===== src/rtl/display_pkg.sv =====
// Shared widths, digit type and anode helpers for the display scan driver.
package display_pkg;
  localparam int DIGIT_W    = 4;
  localparam int STATE_W    = 3;
  localparam int MAX_DIGITS = 8;

  typedef logic [DIGIT_W-1:0] digit_t;

  // Active-low anodes: all ones means every digit is dark.
  function automatic logic [MAX_DIGITS-1:0] ANODE_OFF();
    return '1;
  endfunction
endpackage


===== src/rtl/refresh_prescaler.sv =====
// Slot timer: counts 0..DIV-1 while enabled; tc_o marks the wrap edge.
module refresh_prescaler #(
  parameter int DIV = 50000
) (
  input  logic                    clk_i,
  input  logic                    reset_n_i,
  input  logic                    enable_i,
  output logic [$clog2(DIV)-1:0]  count_o,
  output logic                    tc_o
);
  localparam int CW = $clog2(DIV);
  localparam logic [CW-1:0] LAST = CW'(DIV - 1);

  assign tc_o = enable_i && (count_o == LAST);

  always_ff @(posedge clk_i or negedge reset_n_i) begin
    if (!reset_n_i) begin
      count_o <= '0;
    end else if (enable_i) begin
      count_o <= tc_o ? '0 : count_o + CW'(1);
    end
  end
endmodule


===== src/rtl/display_scanner.sv =====
// Time-multiplexed scan driver for a common-anode multi-digit display with
// per-frame snapshot, guard interval and leading-zero blanking.
module display_scanner
  import display_pkg::*;
#(
  parameter int NUM_DIGITS   = 4,
  parameter int REFRESH_DIV  = 50000,
  parameter int GUARD_CYCLES = 500
) (
  input  logic                          clk_i,
  input  logic                          reset_n_i,
  input  logic                          enable_i,
  input  logic                          blank_lz_i,
  input  logic [DIGIT_W*NUM_DIGITS-1:0] digits_i,
  output logic [STATE_W-1:0]            state_o,
  output digit_t                        current_digit_o,
  output logic [NUM_DIGITS-1:0]         anode_o,
  output logic                          frame_o
);
  localparam int CNT_W = $clog2(REFRESH_DIV);
  localparam logic [CNT_W-1:0]      GUARD    = CNT_W'(GUARD_CYCLES);
  localparam logic [STATE_W-1:0]    LAST_IDX = STATE_W'(NUM_DIGITS - 1);
  localparam logic [NUM_DIGITS-1:0] OFF      = NUM_DIGITS'(ANODE_OFF());

  logic [CNT_W-1:0]              pcnt, pcnt_next;
  logic                          tc;
  logic [STATE_W-1:0]            idx, idx_next;
  logic [DIGIT_W*NUM_DIGITS-1:0] snap, snap_next;
  logic                          primed, load;
  digit_t                        digit_next;
  logic                          blank_next;
  logic [NUM_DIGITS-1:0]         lit_next, anode_next;

  refresh_prescaler #(.DIV(REFRESH_DIV)) u_prescaler (
    .clk_i     (clk_i),
    .reset_n_i (reset_n_i),
    .enable_i  (enable_i),
    .count_o   (pcnt),
    .tc_o      (tc)
  );

  assign state_o = idx;

  // Everything is computed from post-edge values so that index, digit data
  // and the guard blanking all switch on the same TC edge.
  always_comb begin
    pcnt_next = tc ? '0 : pcnt + CNT_W'(1);
    idx_next  = idx;
    if (tc) idx_next = (idx == LAST_IDX) ? '0 : idx + STATE_W'(1);
    load      = !primed || (tc && (idx_next == '0));
    snap_next = load ? digits_i : snap;

    digit_next = '0;
    blank_next = blank_lz_i && (idx_next != '0);
    lit_next   = '1;
    for (int k = 0; k < NUM_DIGITS; k++) begin
      if (idx_next == STATE_W'(k)) begin
        digit_next  = snap_next[k*DIGIT_W +: DIGIT_W];
        lit_next[k] = 1'b0;
      end
      if (STATE_W'(k) >= idx_next && snap_next[k*DIGIT_W +: DIGIT_W] != '0)
        blank_next = 1'b0;
    end

    anode_next = (pcnt_next < GUARD || blank_next) ? OFF : lit_next;
  end

  always_ff @(posedge clk_i or negedge reset_n_i) begin
    if (!reset_n_i) begin
      idx             <= '0;
      snap            <= '0;
      primed          <= 1'b0;
      current_digit_o <= '0;
      anode_o         <= OFF;
      frame_o         <= 1'b0;
    end else if (enable_i) begin
      idx             <= idx_next;
      snap            <= snap_next;
      primed          <= 1'b1;
      current_digit_o <= digit_next;
      anode_o         <= anode_next;
      frame_o         <= load;
    end else begin
      anode_o         <= OFF;
      frame_o         <= 1'b0;
    end
  end
endmodule


===== config.mk =====
export PLATFORM = sky130hd
export DESIGN_NAME = display_scanner
export DESIGN_NICKNAME = d
export VERILOG_FILES = /design/src/rtl/display_pkg.sv /design/src/rtl/refresh_prescaler.sv /design/src/rtl/display_scanner.sv
export SDC_FILE = /design/constraint.sdc
export NUM_CORES = 1
export LEC_CHECK = 0
export CAP_MARGIN = 20
export CORE_UTILIZATION = 35
export CTS_CLUSTER_DIAMETER = 30
export DETAILED_ROUTE_END_ITERATION = 7
export PLACE_DENSITY = 0.58
export SYNTH_ARGS = -nofsm -noshare
export SYNTH_HDL_FRONTEND = slang
export SYNTH_SLANG_ARGS = --single-unit

===== constraint.sdc =====
create_clock -name clk_i -period 2.8 [get_ports clk_i]
set_clock_uncertainty 0.05 [all_clocks]
set_input_delay 0.28 -clock clk_i [delete_from_list [all_inputs] [get_ports clk_i]]
set_output_delay 0.28 -clock clk_i [all_outputs]
set_load 0.02 [all_outputs]

==> results.json, run 1 <==
{
  "die_area_mm2": 0.00803,
  "drt_iter0_drc": 197,
  "min-delay-path-class": "input port to asynchronous set/reset pin",
  "run_status": "complete, no violations",
  "synth_area_mm2": 0.00269,
  "worst_ep_required_time_ns": 2.94,
  "postLayoutCellArea_mm2": 0.00333,
  "place_area_mm2": 0.00320,
  "num_io_pins": 32,
  "endpoint_kind": "flop",
  "tns_ns": 0,
  "gp_congestion": 0.853,
  "grt_use_met2_pct": 25.5,
  "synth_cells": 270,
  "io_buffers": 31,
  "most-common-layout-cells": "41 x dfrtp_1, 30 x clkdlybuf4s50_1, 27 x nand2_1",
  "finalMaxSlewViolations": 0,
  "grtUsageMet1_pct": 27.1,
  "synth_fp_nets": 292,
  "grtUsageTotal_pct": 17.6,
  "drive_above_1_share_pct": 20.5,
  "via_count": 2233,
  "p_per_area_mw_per_mm2": 465,
  "die-height_um": 89.6,
  "post_cts_buffers": 0,
  "peakVddDrop_uv": 173,
  "min_period_ns": 2.47,
  "finalSetupViolations": 0,
  "netlist.area_leader.share_pct": 38.2,
  "path_class": "flop to flop",
  "cp-start-kind": "flop",
  "grt_pass1_wl_um": 10900,
  "max_cap_viol_count": 0,
  "p_total_mw": 1.55,
  "cts_made_buffers": 5,
  "worstSkewPairLatency_ns": 0.30,
  "cp.arrival_ns": 2.62,
  "cp_slowest_stage_delay_ns": 0.44,
  "tightest_slew_ns": 0.547,
  "relSlewSlack_pct": 63.2,
  "start_util_pct": 36.6,
  "rows": 31,
  "core_mm2": 0.00733,
  "h-tree-depth": 2,
  "final_nets": 338,
  "yosys.area.top_type": "dfrtp_1",
  "routed_via_density": 5.37,
  "antenna_found_initial": 0,
  "synth_edf_count": 0,
  "max_clock_freq_mhz": 404,
  "synth_ff_type": "dfrtp_1",
  "clockBufferDepth": 2,
  "areaGrowthSynthToFinish_pct": 23.9,
  "grt_pass1_vias": 2119,
  "cts_tree": "done",
  "critPathSlowestCell": "dfrtp_1",
  "finalHoldViolCount": 0,
  "postSynthAreaPerCell_um2": 9.94,
  "grt-ovfl-total": 0,
  "r2r-start": "u_prescaler.count_o[0]",
  "clock_sinks": 45,
  "cts-root-buf": "clkbuf_8",
  "busiest_layer": "met1",
  "num-fill-cells": 699,
  "routed_wl_um": 6370,
  "ys_seq_area_share_pct": 42.1,
  "yosysWarningCount": 0,
  "final_common_cell": "dfrtp_1",
  "period_share_pct": 88.3,
  "rsz0062_at_grt": "false",
  "grt_max_degree": 46,
  "post-dp-hpwl_um": 4590,
  "antenna_cells": 0,
  "synth.distinct_cells": 54,
  "ant_nets": 0,
  "first_pass_iters": 4,
  "synth_area_leaders": "dfrtp_1 38%, mux2_2 9.6%, mux2i_1 5.6%, dfstp_2 3.9%, nand2_1 3.8%",
  "cp_max_fo": 19,
  "wl_per_cell_um": 15.3,
  "leakage_nw": 1.35,
  "die_x_um": 89.6,
  "synth-seq-cells": 45,
  "globalRouteMet3Util_pct": 2.74,
  "drt_drc_violations_left": 0,
  "synthArstFlopShare_pct": 100,
  "startpoint": "u_prescaler.count_o[0]",
  "timing.critical_path.cells": "ha_1 > nand4_1 > nand4b_2 > o31ai_4 > buf_12 > mux2_2 > or3_1 > o21ai_0 > nor2_1",
  "clk_pin_slew_worst_paths_ns": 0.09
}
==> power breakdown <==
part / leakage (nW) / total, mW / internal [mW] / switching, mW
sequential: 0.559 / 0.806 / 0.724 / 0.0813
clock: 0.0445 / 0.430 / 0.201 / 0.229
combinational: 0.750 / 0.312 / 0.162 / 0.150
total: 1.35 / 1.55 / 1.09 / 0.460
==> worst max-delay path, delay by kind of cell (launching register included) <==
| kind | cells | cell delay (ns) |
|---|---|---|
| AND/OR/NAND/NOR | 4 | 0.77 |
| adder cells (fa/ha/maj) | 1 | 0.20 |
| buffers and inverters | 1 | 0.20 |
| multiplexers | 1 | 0.34 |
| flip-flops | 1 | 0.44 |
| AO/OA/AOI/OAI | 2 | 0.38 |
==> metal layers <==
layer | share of wire, % | routed length [um]
met1 | 52 | 3330
met2 | 43 | 2720
met3 | 3.6 | 227
met4 | 1.5 | 98
met5 | 0 | 0
==> path summary, 6_finish.rpt <==
path	slack, ns	end	cells after the start
worst max-delay path	0.33	current_digit_o[2]	9
worst min-delay path	0.28	u_prescaler.count_o[7]	2
worst max register to register	0.33	current_digit_o[2]	9
worst min register to register	0.47	snap[0]	1
max in group asynchronous	1.91	anode_o[0]	3
min in group clk_i	0.47	snap[0]	1
==> state kept, by name, summed over array words and instances, names as in the netlist <==
signal,count
snap,16
u_prescaler.count_o,16
anode_o,4
current_digit_o,4
state_o,3
frame_o,1
primed,1
==> per-stage QoR <==
stage	instances	hold WS [ns]	util (%)	setup slack, ns
final	416	0.278	45.4	0.328
after detailed placement	406	0.449	43.7	0.0632
after floorplan	270	-0.0656	-	0.244
after global placement	406	0.440	43.7	0.0278
after CTS	414	0.147	45.0	0.195
after global routing	416	0.296	45.4	0.123
==> Yosys cell counts (4+ instances only) <==
cell type,number
a21oi_1,11
a31oi_1,4
buf_2,5
clkbuf_1,6
dfrtp_1,41
dfstp_2,4
inv_1,4
mux2_2,23
mux2i_1,15
nand2_1,27
nand3_1,6
nand4_1,5
nor2_1,20
nor3_1,6
nor4_1,10
o21ai_0,18
xnor2_1,4
==> final cells by class <==
type	instances	area, um2	share of cell area (%)
inverters	4	15.0	0.451
well taps	99	124	3.72
clock inverters	1	7.51	0.226
multi-input cells	206	1460	43.8
clock buffers	7	86.3	2.60
repair buffers	54	505	15.2
flip-flops and latches	45	1130	34.0
==> repair_timing <==
item                                   in CTS  in global routing
endpoints found under the hold margin       0                  4
setup endpoints to repair                   0                  5
resized for setup                           0                  1
hold buffers                                0                  1
==> logic make-up after synthesis <==
kind of cell | share of synthesized area, %
multiplexers | 16.1
adder cells (fa/ha/maj) | 0.932
AO/OA/AOI/OAI | 13.5
flip-flops | 42.1
XOR/XNOR | 2.28
buffers and inverters | 3.63
AND/OR/NAND/NOR | 21.4
(Power assumes the default switching activity.)
==> inputs of run 2 (changes only) <==
--- a/config.mk
+++ b/config.mk
@@ -6,10 +6,10 @@
 export NUM_CORES = 1
 export LEC_CHECK = 0
 export CAP_MARGIN = 20
-export CORE_UTILIZATION = 35
+export CORE_UTILIZATION = 56
 export CTS_CLUSTER_DIAMETER = 30
 export DETAILED_ROUTE_END_ITERATION = 7
-export PLACE_DENSITY = 0.58
+export PLACE_DENSITY = 0.84
 export SYNTH_ARGS = -nofsm -noshare
 export SYNTH_HDL_FRONTEND = slang
 export SYNTH_SLANG_ARGS = --single-unit
==> results.json, run 2 (same netlist as run 1, synthesis figures left out) <==
{
  "run_status": "finished with violations",
  "failed_checks": "design-rule violations",
  "antenna_cells": 0,
  "grt_max_degree": 46,
  "clk_pin_slew_worst_paths_ns": 0.08,
  "period_share_pct": 91.2,
  "ant_nets": 0,
  "multiInputGateArea_mm2": 0.00146,
  "p_per_area_mw_per_mm2": 504,
  "endpoint_kind": "flop",
  "final_common_cell": "dfrtp_1",
  "cp-start-kind": "flop",
  "wl_per_cell_um": 17.3,
  "max_cap_viol_count": 0,
  "cp_slowest_stage_delay_ns": 0.44,
  "tightest_slew_ns": 0.573,
  "worst_ep_required_time_ns": 2.93,
  "finalSetupViolations": 0,
  "areaGrowthSynthToFinish_pct": 20.5,
  "most-common-layout-cells": "41 x dfrtp_1, 30 x clkdlybuf4s50_1, 27 x nand2_1",
  "h-tree-depth": 2,
  "routed_wl_um": 6230,
  "min-delay-path-class": "input port to asynchronous set/reset pin",
  "cts-root-buf": "clkbuf_8",
  "die_area_mm2": 0.00508,
  "max_clock_freq_mhz": 391,
  "num_io_pins": 32,
  "gp_congestion": 0.913,
  "cp.arrival_ns": 2.68,
  "min_period_ns": 2.55,
  "timing.critical_path.cells": "ha_1 > nand4_1 > nand4b_2 > buf_4 > mux2_2 > o21ai_0 > buf_4 > and2_1 > a221oi_1 > a21oi_1",
  "die_x_um": 71.2,
  "finalHoldViolCount": 0,
  "cts_made_buffers": 5,
  "final_util_pct": 72.3,
  "routed_via_density": 6.43,
  "io_buffers": 31,
  "num-fill-cells": 318,
  "holdWs_ns": 0.277,
  "postLayoutCellArea_mm2": 0.00324,
  "drt_iter0_drc": 233,
  "path_class": "flop to flop",
  "cp_max_fo": 11,
  "cp_common_cell": "buf_4",
  "via_count": 2322,
  "final_nets": 330,
  "peakVddDrop_uv": 319,
  "rows": 24,
  "largestRegisters": "snap x16, u_prescaler.count_o x16",
  "drive_above_1_share_pct": 18.8,
  "grt-ovfl-total": 0,
  "start_util_pct": 60.0,
  "antenna_found_initial": 0,
  "die-height_um": 71.2,
  "worstSkewPairLatency_ns": 0.30,
  "clockBufferDepth": 2,
  "cts_tree": "done",
  "leakage_nw": 1.33,
  "ff_latch_area_mm2": 0.00113,
  "first_pass_iters": 7,
  "grt_pass1_wl_um": 10700,
  "grtUsageTotal_pct": 26.8,
  "grt_pass1_vias": 2210,
  "place_area_mm2": 0.00308,
  "core_mm2": 0.00447,
  "drt_drc_violations_left": 1,
  "relSlewSlack_pct": 61.5,
  "finalMaxSlewViolations": 0,
  "critPathSlowestCell": "dfrtp_1",
  "post-dp-hpwl_um": 4410,
  "clock_sinks": 45
}
-- run 2: cell types whose count changed in the layout (fill, tap and decap cells not counted) --
cell | before | now
o21ai_1 | 1 | 0
buf_4 | 20 | 12
o2111ai_2 | 0 | 1
o2111ai_1 | 1 | 0
bufinv_16 | 0 | 1
clkinvlp_4 | 1 | 0
o21ai_0 | 17 | 18
-- run 2: worst paths after layout --
check | startpoint | endpoint | slack (ns) | cells past startpoint
min in group clk_i | snap[1] | snap[1] | 0.47 | 1
hold / removal | reset_n_i | u_prescaler.count_o[10] | 0.28 | 2
setup / recovery | u_prescaler.count_o[0] | current_digit_o[1] | 0.25 | 10
setup reg to reg | u_prescaler.count_o[0] | current_digit_o[1] | 0.25 | 10
hold reg to reg | snap[1] | snap[1] | 0.47 | 1
max in group asynchronous | reset_n_i | anode_o[2] | 1.93 | 3
-- run 2: routing by layer --
metal	up-vias	global-route usage, %	routed length [um]	part of all wire [%]
met1	1137	38.9	2850	46
met2	94	39.9	2890	46
li1	1077	-	-	-
met3	14	5.77	391	6.3
met4	0	9.56	100	1.6
met5	-	0	0	0
-- run 2: power breakdown --
group          internal [mW]  switching [mW]  leakage [nW]
Combinational          0.161           0.155         0.710
Clock                  0.291           0.216        0.0585
Sequential             0.724          0.0839         0.559
Total                   1.18           0.455          1.33
-- run 2: repair_timing --
item                       CTS  global route
hold endpoints to repair     0             4
buffers inserted             0             0
gates resized for setup      0             1
hold buffers                 0             1
setup endpoints to repair    0             3
-- run 2: area by class of cell --
type / instances / area share [%]
Clock buffer: 7 / 2.67
Multi-Input combinational cell: 206 / 45.2
Timing Repair Buffer: 46 / 13.8
Sequential cell: 45 / 35.0
Inverter: 4 / 0.464
Clock inverter: 1 / 0.928
Tap cell: 52 / 2.01
-- run 2: critical path, delay by kind of cell, from the launching register on --
kind,cells,cell delay (ns)
buffers and inverters,2,0.38
adders and majority gates,1,0.22
AOI/OAI and AO/OA,3,0.49
muxes,1,0.24
and+or+nand+nor,3,0.63
DFF,1,0.44
-- run 2: per-stage QoR --
| step | setup TNS (ns) | cells | power (mW) | setup slack (ns) |
|---|---|---|---|---|
| 2_1_floorplan | 0 | 270 | 0.996 | 0.244 |
| 3_3_place_gp | 0 | 351 | 1.11 | 0.194 |
| 3_5_place_dp | 0 | 351 | 1.13 | 0.141 |
| 4_1_cts | 0 | 359 | 1.63 | 0.263 |
| 5_1_grt | -0.00420 | 361 | 1.71 | -0.00420 |
| 6_report | 0 | 361 | 1.63 | 0.245 |
==> inputs of run 3 (changes only) <==
--- a/config.mk
+++ b/config.mk
@@ -6,10 +6,10 @@
 export NUM_CORES = 1
 export LEC_CHECK = 0
 export CAP_MARGIN = 20
-export CORE_UTILIZATION = 56
+export CORE_UTILIZATION = 50
 export CTS_CLUSTER_DIAMETER = 30
 export DETAILED_ROUTE_END_ITERATION = 7
-export PLACE_DENSITY = 0.84
+export PLACE_DENSITY = 0.77
 export SYNTH_ARGS = -nofsm -noshare
 export SYNTH_HDL_FRONTEND = slang
 export SYNTH_SLANG_ARGS = --single-unit
==> results.json, run 3 (same netlist as run 1, synthesis figures left out) <==
{
  "ant_nets": 0,
  "first_pass_iters": 4,
  "clock_sinks": 45,
  "p_total_mw": 1.62,
  "grt-ovfl-total": 0,
  "path_depth": 9,
  "antenna_cells": 0,
  "path_delay_family": "simple AND/OR/NAND/NOR gates",
  "post_cts_buffers": 0,
  "critPathSlowestCell": "dfrtp_1",
  "most-common-layout-cells": "41 x dfrtp_1, 30 x clkdlybuf4s50_1, 27 x nand2_1",
  "place_area_mm2": 0.00311,
  "num_io_pins": 32,
  "rsz0062_at_grt": "false",
  "routed_via_density": 5.83,
  "cts-root-buf": "clkbuf_8",
  "tns_ns": 0,
  "die_x_um": 75.3,
  "wl_per_cell_um": 15.7,
  "final_cells": 379,
  "rr_worst_depth": 9,
  "final_common_cell": "dfrtp_1",
  "via_count": 2208,
  "period_share_pct": 90.9,
  "reg2reg_slack_ns": 0.25,
  "grtUsageTotal_pct": 23.5,
  "start_util_pct": 52.2,
  "worstSkewPairLatency_ns": 0.30,
  "clk_pin_slew_worst_paths_ns": 0.08,
  "areaGrowthSynthToFinish_pct": 21.1,
  "finalHoldViolCount": 0,
  "final_util_pct": 63.3,
  "leakage_nw": 1.33,
  "run_status": "complete, no violations",
  "largestRegisters": "snap x16, u_prescaler.count_o x16",
  "cp.arrival_ns": 2.72,
  "cts_tree": "done",
  "drive_above_1_share_pct": 18.4,
  "cp_num_buf_inv": 1,
  "cp_max_fo": 11,
  "grt_pass1_vias": 2046,
  "h-tree-depth": 2,
  "startpoint": "u_prescaler.count_o[0]",
  "min-delay-path-class": "input port to asynchronous set/reset pin",
  "cp-start-kind": "flop",
  "finalMaxSlewViolations": 0,
  "place_inst": 369,
  "die_area_mm2": 0.00567,
  "p_per_area_mw_per_mm2": 498,
  "drt_iter0_drc": 180,
  "clockBufferDepth": 2,
  "max_clock_freq_mhz": 393,
  "grt_pass1_wl_um": 9810,
  "path_class": "flop to flop",
  "finalSetupViolations": 0,
  "timing.critical_path.cells": "ha_1 > nand4_1 > nand4b_2 > buf_4 > mux2_2 > o21ai_0 > and2_1 > a221oi_1 > a21oi_1",
  "gp_congestion": 0.886,
  "rows": 26,
  "post-dp-hpwl_um": 4290,
  "min_period_ns": 2.55,
  "drt_drc_violations_left": 0,
  "cts_made_buffers": 5,
  "die-height_um": 75.3,
  "grt_max_degree": 46,
  "worst_ep_required_time_ns": 2.97,
  "max_cap_viol_count": 0,
  "core_mm2": 0.00514,
  "peakVddDrop_uv": 271,
  "io_buffers": 31,
  "cp_slowest_stage_delay_ns": 0.44,
  "tightest_slew_ns": 0.487,
  "postLayoutCellArea_mm2": 0.00325,
  "holdWs_ns": 0.328,
  "pre_cts_slack_ns": 0.130,
  "routed_wl_um": 5960,
  "relSlewSlack_pct": 67.3,
  "setup_slack_ns": 0.254,
  "r2r_end": "current_digit_o[1]",
  "antenna_found_initial": 0,
  "r2r-start": "u_prescaler.count_o[0]",
  "final_nets": 330,
  "endpoint_kind": "flop"
}
## run 3: cell counts in the layout (fill, tap and decap cells not counted)
No cell type changed its count.
## run 3: layout make-up
cell class | instances | area (um2)
Sequential cell | 45 | 1130
Multi-Input combinational cell | 206 | 1460
Timing Repair Buffer | 46 | 445
Clock inverter | 1 | 30.0
Clock buffer | 7 | 86.3
Tap cell | 70 | 87.6
Fill cell | 447 | 1890
Inverter | 4 | 15.0
## run 3: worst reg2reg max path: cells and delay by family (launching register included)
kind / cells / cell delay [ns]
buffers and inverters: 1 / 0.22
muxes: 1 / 0.29
AOI/OAI and AO/OA: 3 / 0.58
and+or+nand+nor: 3 / 0.69
adders and majority gates: 1 / 0.21
DFF: 1 / 0.44
## run 3: what timing repair did
item                                   4_1_cts  5_1_grt
endpoints found under the hold margin        0        9
setup endpoints to repair                    0        0
resized for setup                            0        0
hold buffers                                 0        1
## run 3: routing by layer
layer | vias to the layer above | GRT usage (%) | wire length [um]
li1 | 1076 | - | -
met1 | 1067 | 33.4 | 2820
met2 | 58 | 35.6 | 2770
met3 | 7 | 5.35 | 300
met4 | 0 | 7.20 | 73
met5 | - | 0 | 0
## run 3: worst max-delay path by stage
stage | end | slack (ns)
after floorplan | current_digit_o[0] | 0.24
after global placement | anode_o[1] | 0.15
after detailed placement | current_digit_o[1] | 0.13
after CTS | current_digit_o[1] | 0.25
after global routing | current_digit_o[0] | 0.05
final | current_digit_o[1] | 0.25
## run 3: where the power goes
group	switching [mW]	leakage, nW	internal, mW
clock	0.221	0.0585	0.291
sequential	0.100	0.559	0.724
combinational	0.133	0.710	0.149
